### src/rtl/serial_adder.sv
// Bit-serial WIDTH-bit adder: one full-add per clock, LSB first, busy/done handshake.
// Ports: clk, rst_n, start, a, b -> busy, done, sum [, cout when SERIAL_ADDER_COUT_EN].
module serial_adder #(
  parameter int WIDTH = 8
) (
  input  logic             clk,
  input  logic             rst_n,
  input  logic             start,
  input  logic [WIDTH-1:0] a,
  input  logic [WIDTH-1:0] b,
  output logic             busy,
  output logic             done,
`ifdef SERIAL_ADDER_COUT_EN
  output logic [WIDTH-1:0] sum,
  output logic             cout
`else
  output logic [WIDTH-1:0] sum
`endif
);

  localparam int CW = $clog2(WIDTH);

  typedef enum logic [1:0] {
    S_IDLE,
    S_RUN,
    S_DONE
  } state_t;

  state_t           r_state;
  logic [WIDTH-1:0] r_a;
  logic [WIDTH-1:0] r_b;
  logic [WIDTH-1:0] r_acc;
  logic             r_c;
  logic [CW-1:0]    r_cnt;

  logic             w_s;
  logic             w_c;
  logic             w_last;
  logic [WIDTH-1:0] w_acc_nxt;

  assign w_s       = r_a[0] ^ r_b[0] ^ r_c;
  assign w_c       = (r_a[0] & r_b[0]) | (r_c & (r_a[0] ^ r_b[0]));
  assign w_last    = (r_cnt == CW'(WIDTH - 1));
  // New sum bit enters at the MSB; after WIDTH shifts bit 0 sits at the LSB.
  assign w_acc_nxt = {w_s, r_acc[WIDTH-1:1]};

  always_ff @(posedge clk or negedge rst_n) begin
    if (!rst_n) begin
      r_state <= S_IDLE;
      r_a     <= '0;
      r_b     <= '0;
      r_acc   <= '0;
      r_c     <= 1'b0;
      r_cnt   <= '0;
      busy    <= 1'b0;
      done    <= 1'b0;
      sum     <= '0;
`ifdef SERIAL_ADDER_COUT_EN
      cout    <= 1'b0;
`endif
    end else begin
      unique case (r_state)
        S_IDLE: begin
          if (start) begin
            r_a     <= a;
            r_b     <= b;
            r_acc   <= '0;
            r_c     <= 1'b0;
            r_cnt   <= '0;
            busy    <= 1'b1;
            r_state <= S_RUN;
          end
        end
        S_RUN: begin
          r_a   <= r_a >> 1;
          r_b   <= r_b >> 1;
          r_c   <= w_c;
          r_acc <= w_acc_nxt;
          r_cnt <= r_cnt + 1'b1;
          if (w_last) begin
            busy    <= 1'b0;
            done    <= 1'b1;
            sum     <= w_acc_nxt;
`ifdef SERIAL_ADDER_COUT_EN
            cout    <= w_c;
`endif
            r_state <= S_DONE;
          end
        end
        S_DONE: begin
          done    <= 1'b0;
          r_state <= S_IDLE;
        end
        default: r_state <= S_IDLE;
      endcase
    end
  end

endmodule

### config.mk
export PLATFORM = sky130hd
export DESIGN_NAME = serial_adder
export DESIGN_NICKNAME = d
export VERILOG_FILES = /design/src/rtl/serial_adder.sv
export SDC_FILE = /design/constraint.sdc
export NUM_CORES = 1
export LEC_CHECK = 0
export ABC_CLOCK_PERIOD_IN_PS = 2400
export BUFFER_PORTS_ARGS = -buffer_cell sky130_fd_sc_hd__buf_2
export CORE_ASPECT_RATIO = 1.2
export CORE_MARGIN = 5
export CORE_UTILIZATION = 25
export DETAILED_ROUTE_END_ITERATION = 7
export PLACE_DENSITY = 0.52
export SYNTH_ARGS = -nofsm -noshare
export SYNTH_HDL_FRONTEND = slang
export SYNTH_SLANG_ARGS = --single-unit
### constraint.sdc
create_clock -name clk -period 2.4 [get_ports clk]
set_clock_uncertainty 0.05 [all_clocks]
set_input_delay 0.36 -clock clk [delete_from_list [all_inputs] [get_ports clk]]
set_output_delay 0.36 -clock clk [all_outputs]
set_load 0.1 [all_outputs]
# After elaboration in Yosys (flattened, before gate mapping)
# Cells that the tools add are included.
dict set report word_totals {
  latchBits 0
  output_inout_bits 10
  elab_cells 46
  rom_bits 0
  mem_bits_rw 0
  n_memories 0
  ff_bits 40
}
dict set report op_classes {
  n_mux 18
  add_sub_neg 1
  n_div 0
  reduce_logical 8
  shifts 0
  magnitude_cmp 0
  n_eq_ne 5
  multipliers 0
  n_bitwise 5
}
# op count
set ops {}
lappend ops {{8-bit one-hot mux with 2 select lines} 3}
lappend ops {{8-bit 2-to-1 mux} 3}
lappend ops {{2-bit AND reduction} 4}
lappend ops {{1-bit one-hot mux with 2 select lines} 3}
lappend ops {{3-bit one-hot mux with 2 select lines} 1}
lappend ops {{1-bit 2-to-1 mux} 4}
lappend ops {{2-bit 2-to-1 mux} 2}
lappend ops {{2-bit != test (second input constant)} 2}
lappend ops {{2-bit one-hot mux with 2 select lines} 1}
lappend ops {{2-bit nonzero test} 2}
lappend ops {{3-bit by 1-bit adder with 3-bit output (second input constant)} 1}
lappend ops {{3-bit equality test (second input constant)} 1}
lappend ops {{3-bit 2-to-1 mux} 1}
lappend ops {{3-bit AND reduction} 1}
lappend ops {{1-bit bitwise AND} 2}
lappend ops {{2-bit by 1-bit equality test with 1-bit output (second input constant)} 1}
lappend ops {{2-bit equality test (second input constant)} 1}
lappend ops {{2-bit logical NOT} 1}
lappend ops {{1-bit XOR} 2}
lappend ops {{1-bit bitwise OR} 1}

# Depth between registers and ports, before layout
# Gate-level depths: netlist of the first run.
dict set report depth {
  word_depth 4
  depth_mapped 6
  depth_no_buf 5
}

# Worst setup path after synthesis of the first run
# OpenSTA, ideal clock, no wires.
dict set report synth_timing {
  path_type {flip-flop to flip-flop}
  from {register r_cnt[0]}
  to {register sum[0]}
  setup_ns 0.125
  required_ns 2.225
  stages_incl_launch_ff 5
  arrival_ns 1.255
  setup_slack_ns 0.969
  cell_sequence {dfrtp_1 > ha_1 > ha_1 > nand3b_4 > mux2_4}
}
dict set report synth_via {
  elab_chain_len 2
}
# item line_no
set synth_lines {}
lappend synth_lines {{from (decl)} 34} ;# logic [CW-1:0] r_cnt;
lappend synth_lines {{from (signal assigned)} 79} ;# r_cnt <= r_cnt + 1'b1;
lappend synth_lines {{3-bit equality test} 43} ;# assign w_last = (r_cnt == CW'(WIDTH - 1));
lappend synth_lines {{2-bit AND reduction (no source line)} -}
lappend synth_lines {{to (signal assigned)} 83} ;# sum <= w_acc_nxt;
lappend synth_lines {{to (decl)} 17} ;# output logic [WIDTH-1:0] sum
# No other way between the ends.
# A chain may end at the register's enable or synchronous reset.

# Worst setup path after layout of the first run
dict set report layout_timing {
  from {register done}
  to {output done}
}
# item line_no
set layout_lines {}
lappend layout_lines {{from (decl)} 12} ;# output logic done,
lappend layout_lines {{from (signal assigned)} 56} ;# done <= 1'b0;
lappend layout_lines {{from (signal assigned)} 82} ;# done <= 1'b1;
lappend layout_lines {{from (signal assigned)} 91} ;# done <= 1'b0;
# No word-level cell between the ends.

==> impl_metrics.ini, run 1 <==
[final_layout]
finalNonFillerCells = 256
diodes = 0
area_delta_synth_final_pct = 16.6
final_core_util = 0.298
drive_gt1_frac = 0.320
fin_nets = 190

[clock_network]
ctsResizeCount = 0
post-cts-setup-buffers = 0
cts_tree = yes
clk_path_buf_depth = 2
clk_latency_ps = 290
cts.clk_slew.worst_paths_ps = 80
cts_root_buffer = clkbuf_8
cts_hold_buf = 0
cts_num_sinks = 39
htreeDepth = 2
cts_made_buffers = 5

[placed_design]
gp_congestion = 0.670
dpl.hpwl_mm = 2.47
dp_cells = 248
port_buffers = 28

[sta]
hold_viol_final = 0
setup_violations = 0
fin_setup_tns_ps = 0
maxSlewHeadroom = 0.421
finalMaxSlewViolations = 0
worst_pin_slew_ps = 869
finalCriticalPeriod_ps = 1550
fmax_ghz = 0.645
period_share = 0.646
rsz0062_at_grt = false

[setup_path]
crit_buf_inv = 1
crit_start = done
required_ps = 1990
start_kind = flop
cp_slowest_cell = buf_2
cp.arrival_ps = 1140
endpoint_kind = output port
cp_cell_sequence = buf_2
rrSetupSlack_ps = 890
critPathKind = reg -> out
critPathMaxStageDelay_ps = 450
path_max_fanout = 3
reg2reg_from = r_cnt[0]
cp_top_family = buffers and inverters

[power]
netSwitchingFraction = 0.434
p_leak_uw = 0.000936
power_switching_uw = 1330
clkPwrFrac = 0.186
power_frac_comb = 0.435
pwr-share-seq = 0.379
power_density_nw_per_um2 = 1510
p_int_uw = 1740
ir_drop_uv = 572

[floorplan]
die_y_um = 101
io_pins = 29
rows = 33
core-area_um2 = 6810
die_area_um2 = 8750
fp.dieW_um = 86.2
start_util = 0.256

[global_routing]
overflow = 0
grt_pass1_vias = 1283
antenna_found_initial = 0
grt_first_pass_wirelength_mm = 6.36
grt_max_degree = 40
grtUsageTotal = 0.0922

[drt]
drt_first_iter_violations = 57
drc = 0
dr.pass1.iters = 4
routed_wl_mm = 3.66
wire_per_inst_um = 14.3
via_per_inst = 4.60
vias = 1178
detail-route-antenna-nets = 0

[synthesis]
synth.largest_area_cell = dfrtp_1
synth_seq_area_share = 0.560
synth_top_area_frac = 0.560
ys_ff_latch = 39
syn_avg_cell_area_um2 = 12.3
synth_nets = 164
syn_area_um2 = 1740
synthCells = 142
ys_types = 27
yosysWarnings = 0
yosys-top-cells-area = dfrtp_1 56%, o22ai_1 8.6%, mux2_4 6.0%, a22o_1 4.0%, a21oi_1 3.7%

[min_path]
holdCritPathClass = in -> async

[run]
max-cap-violations = 0

[status]
status = finished clean
cell type report:
type | instances | area, um^2
Clock buffer | 6 | 82.6
Clock inverter | 2 | 35.0
Fill cell | 718 | 4780
Inverter | 7 | 26.3
Multi-Input combinational cell | 87 | 663
Sequential cell | 39 | 976
Tap cell | 87 | 109
Timing Repair Buffer | 28 | 140
state kept, by name, indices dropped and copies added, names as in the netlist:
register  flops
sum           8
r_c           1
busy          1
r_state       2
done          1
r_cnt         3
r_a           8
r_acc         7
r_b           8
worst paths after layout:
check                          to  cells after the start
max                          done                      1
min                        sum[4]                      1
max reg2reg                sum[1]                      4
min reg2reg                sum[7]                      2
max in group asynchronous  r_b[3]                      1
min in group clk           r_b[7]                      3
logic make-up after synthesis:
kind of cell	share of synthesized area
adders and majority gates	0.0258
and+or+nand+nor	0.0632
AOI/OAI and AO/OA	0.225
DFF	0.560
buffers and inverters	0.0596
muxes	0.0660
Yosys cell counts, drive strengths merged:
cell type	count
fa	1
nand2	6
nand2b	2
o21bai	1
buf	9
ha	2
dfrtp	39
mux2i	1
inv	7
a22o	8
nor2	5
a21oi	13
nor2b	1
o221a	2
o2bb2ai	1
o21ai	9
nand3b	3
mux2	7
o22ai	25
metrics by stage:
stage / instance area [um^2] / hold WS (ps) / power, uW / worst slack (ps)
floorplan: 1740 / 14.4 / 2320 / 969
global placement: 1910 / 418 / 2500 / 913
detailed placement: 1910 / 423 / 2530 / 890
CTS: 2030 / 167 / 3100 / 831
global route: 2030 / 199 / 3290 / 799
finish: 2030 / 132 / 3070 / 849
placed cells by master, fill, tap and decap left out:
cell type and count:
a21oi_1 13, a22o_1 8, buf_2 28, bufinv_16 1, clkbuf_8 6, clkinv_2 1, dfrtp_1 39, fa_1 1
ha_1 2, inv_1 5, inv_2 2, mux2_4 7, mux2i_1 1, nand2_1 6, nand2b_2 2, nand3b_1 2
nand3b_4 1, nor2_1 3, nor2_2 1, nor2_4 1, nor2b_1 1, o21ai_0 7, o21ai_1 2, o21bai_4 1
o221a_2 2, o22ai_1 24, o22ai_2 1, o2bb2ai_1 1
power groups by stage:
stage | clock [uW] | combinational (uW) | sequential (uW)
6_report | 570 | 1330 | 1160
5_1_grt | 627 | 1450 | 1200
4_1_cts | 589 | 1350 | 1160
3_5_place_dp | 0 | 1350 | 1170
3_3_place_gp | 0 | 1330 | 1170
2_1_floorplan | 0 | 754 | 1570
per-layer routing:
| metal | global-route usage | vias to the layer above | part of all wire |
|---|---|---|---|
| met1 | 0.123 | 559 | 0.48 |
| li1 | - | 579 | - |
| met4 | 0.0252 | 0 | 0.014 |
| met2 | 0.141 | 32 | 0.44 |
| met5 | 0 | - | 0 |
| met3 | 0.0350 | 8 | 0.060 |
Power figures use the tool's default switching activity.
==> run 2: changes to the inputs <==
--- a/config.mk
+++ b/config.mk
@@ -5,13 +5,13 @@
 export SDC_FILE = /design/constraint.sdc
 export NUM_CORES = 1
 export LEC_CHECK = 0
-export ABC_CLOCK_PERIOD_IN_PS = 2400
+export ABC_CLOCK_PERIOD_IN_PS = 1400
 export BUFFER_PORTS_ARGS = -buffer_cell sky130_fd_sc_hd__buf_2
 export CORE_ASPECT_RATIO = 1.2
 export CORE_MARGIN = 5
 export CORE_UTILIZATION = 25
 export DETAILED_ROUTE_END_ITERATION = 7
-export PLACE_DENSITY = 0.52
+export PLACE_DENSITY = 0.53
 export SYNTH_ARGS = -nofsm -noshare
 export SYNTH_HDL_FRONTEND = slang
 export SYNTH_SLANG_ARGS = --single-unit
==> constraint.sdc (replaced) <==
create_clock -name clk -period 1.4 [get_ports clk]
set_clock_uncertainty 0.05 [all_clocks]
set_input_delay 0.21 -clock clk [delete_from_list [all_inputs] [get_ports clk]]
set_output_delay 0.21 -clock clk [all_outputs]
set_load 0.1 [all_outputs]
==> run 2 against run 1 <==
Via count rose by 3.5%. Die area is the same. Clock-buffer cell count up 1. Routed wire length increased by 2.0%. Critical path type is now reg -> reg. Largest cell class unchanged.
==> impl_metrics.ini, run 2 (same netlist as run 1, synthesis figures left out) <==
[status]
status = finished clean

[sta]
maxSlewHeadroom = 0.671
rsz0062_at_grt = true
fin_setup_tns_ps = 0
setup_ws_ps = 13.7
worst_pin_slew_ps = 496
finalCriticalPeriod_ps = 1390
fmax_ghz = 0.721
hold_viol_final = 0
period_share = 0.990
finalMaxSlewViolations = 0
setup_violations = 0

[power]
power_switching_uw = 2310
clkPwrFrac = 0.137
p_leak_uw = 0.000994
ir_drop_uv = 977
netSwitchingFraction = 0.440
power_density_nw_per_um2 = 2440
p_int_uw = 2940
power_frac_comb = 0.483
pwr-share-seq = 0.380

[global_routing]
overflow = 0
grtUsageTotal = 0.0922
grt_first_pass_wirelength_mm = 6.35
grt_pass1_vias = 1277
grt_max_degree = 40
antenna_found_initial = 0

[final_layout]
fin_nets = 202
final_cell_mix = 38 x dfrtp_1, 26 x buf_2, 24 x o22ai_1, 13 x a21oi_1, 9 x buf_4
fin_area_um2 = 2150
layout_commonest_cell = dfrtp_1
diodes = 0
area_delta_synth_final_pct = 23.4
largestRegisters = r_a x8, r_b x8, sum x8
final_core_util = 0.316
num-fill-cells = 692
drive_gt1_frac = 0.365

[clock_network]
cts.clk_slew.worst_paths_ps = 70
clk_path_buf_depth = 2
htreeDepth = 2
cts_made_buffers = 5
clk_latency_ps = 280
cts_tree = yes
post-cts-setup-buffers = 0
cts_num_sinks = 39
cts_root_buffer = clkbuf_8

[run]
max-cap-violations = 0

[setup_path]
start_kind = flop
cp.arrival_ps = 1510
required_ps = 1520
critPathKind = reg -> reg
path_max_fanout = 8
endpoint_kind = flop

[floorplan]
start_util = 0.256
die_area_um2 = 8750
die_y_um = 101
core-area_um2 = 6810
rows = 33
fp.dieW_um = 86.2
io_pins = 29

[drt]
drc = 0
drt_first_iter_violations = 47
detail-route-antenna-nets = 0
routed_wl_mm = 3.74
dr.pass1.iters = 4
via_per_inst = 4.55
vias = 1219
wire_per_inst_um = 13.9

[placed_design]
place_area_um2 = 2040
gp_congestion = 0.734
place_ws_ps = -15.8
port_buffers = 28
dpl.hpwl_mm = 2.57

[min_path]
holdCritPathClass = in -> reg
==> run 2: metal layers <==
layer | vias up | GRT usage | wire length [um]
li1 | 607 | - | -
met1 | 577 | 0.122 | 1740
met2 | 28 | 0.147 | 1750
met3 | 7 | 0.0269 | 198
met4 | 0 | 0.0288 | 45
met5 | - | 0 | 0
==> run 2: per-stage QoR <==
step                hold slack (ps)  total power (uW)  instances
floorplan                      -136              3980        142
global placement                150              4490        259
detailed placement              147              4540        259
CTS                             108              5310        268
global route                    144              5620        268
finish                          114              5250        268
==> run 2: what timing repair did <==
action,in CTS,in global routing
pin swaps,0,1
gates cloned,0,0
hold buffers,1,0
hold endpoints to repair,39,0
endpoints found under the setup margin,7,9
resized for setup,2,3
==> run 2: worst max-delay path: stages (launching register included) <==
cell and delay, ps:
dfrtp_1 380, ha_2 200, ha_4 160, nand3b_4 160, mux2_4 320
==> run 2: power groups by stage <==
stage / Combinational, uW / Sequential [uW] / Clock, uW
6_report: 2540 / 1990 / 719
2_1_floorplan: 1300 / 2680 / 0
4_1_cts: 2560 / 1990 / 753
3_5_place_dp: 2540 / 2000 / 0
3_3_place_gp: 2500 / 1990 / 0
5_1_grt: 2760 / 2060 / 800
==> run 2: worst paths after layout <==
path	from	depth (start not counted)	slack, ps	endpoint
min in group asynchronous	rst_n	3	370	sum[1]
worst max register to register	r_cnt[1]	4	10	sum[5]
max in group asynchronous	rst_n	3	720	r_a[1]
worst min-delay path	a[7]	3	110	r_a[7]
worst max-delay path	r_cnt[1]	4	10	sum[5]
worst min register to register	sum[7]	2	450	sum[7]
==> run 2: cell type report <==
type	instances	area (um^2)	area share
Timing Repair Buffer	40	279	0.130
Inverter	7	26.3	0.0122
Tap cell	87	109	0.0506
Clock buffer	7	76.3	0.0355
Clock inverter	1	5.00	0.00233
Sequential cell	39	977	0.454
Multi-Input combinational cell	87	678	0.315
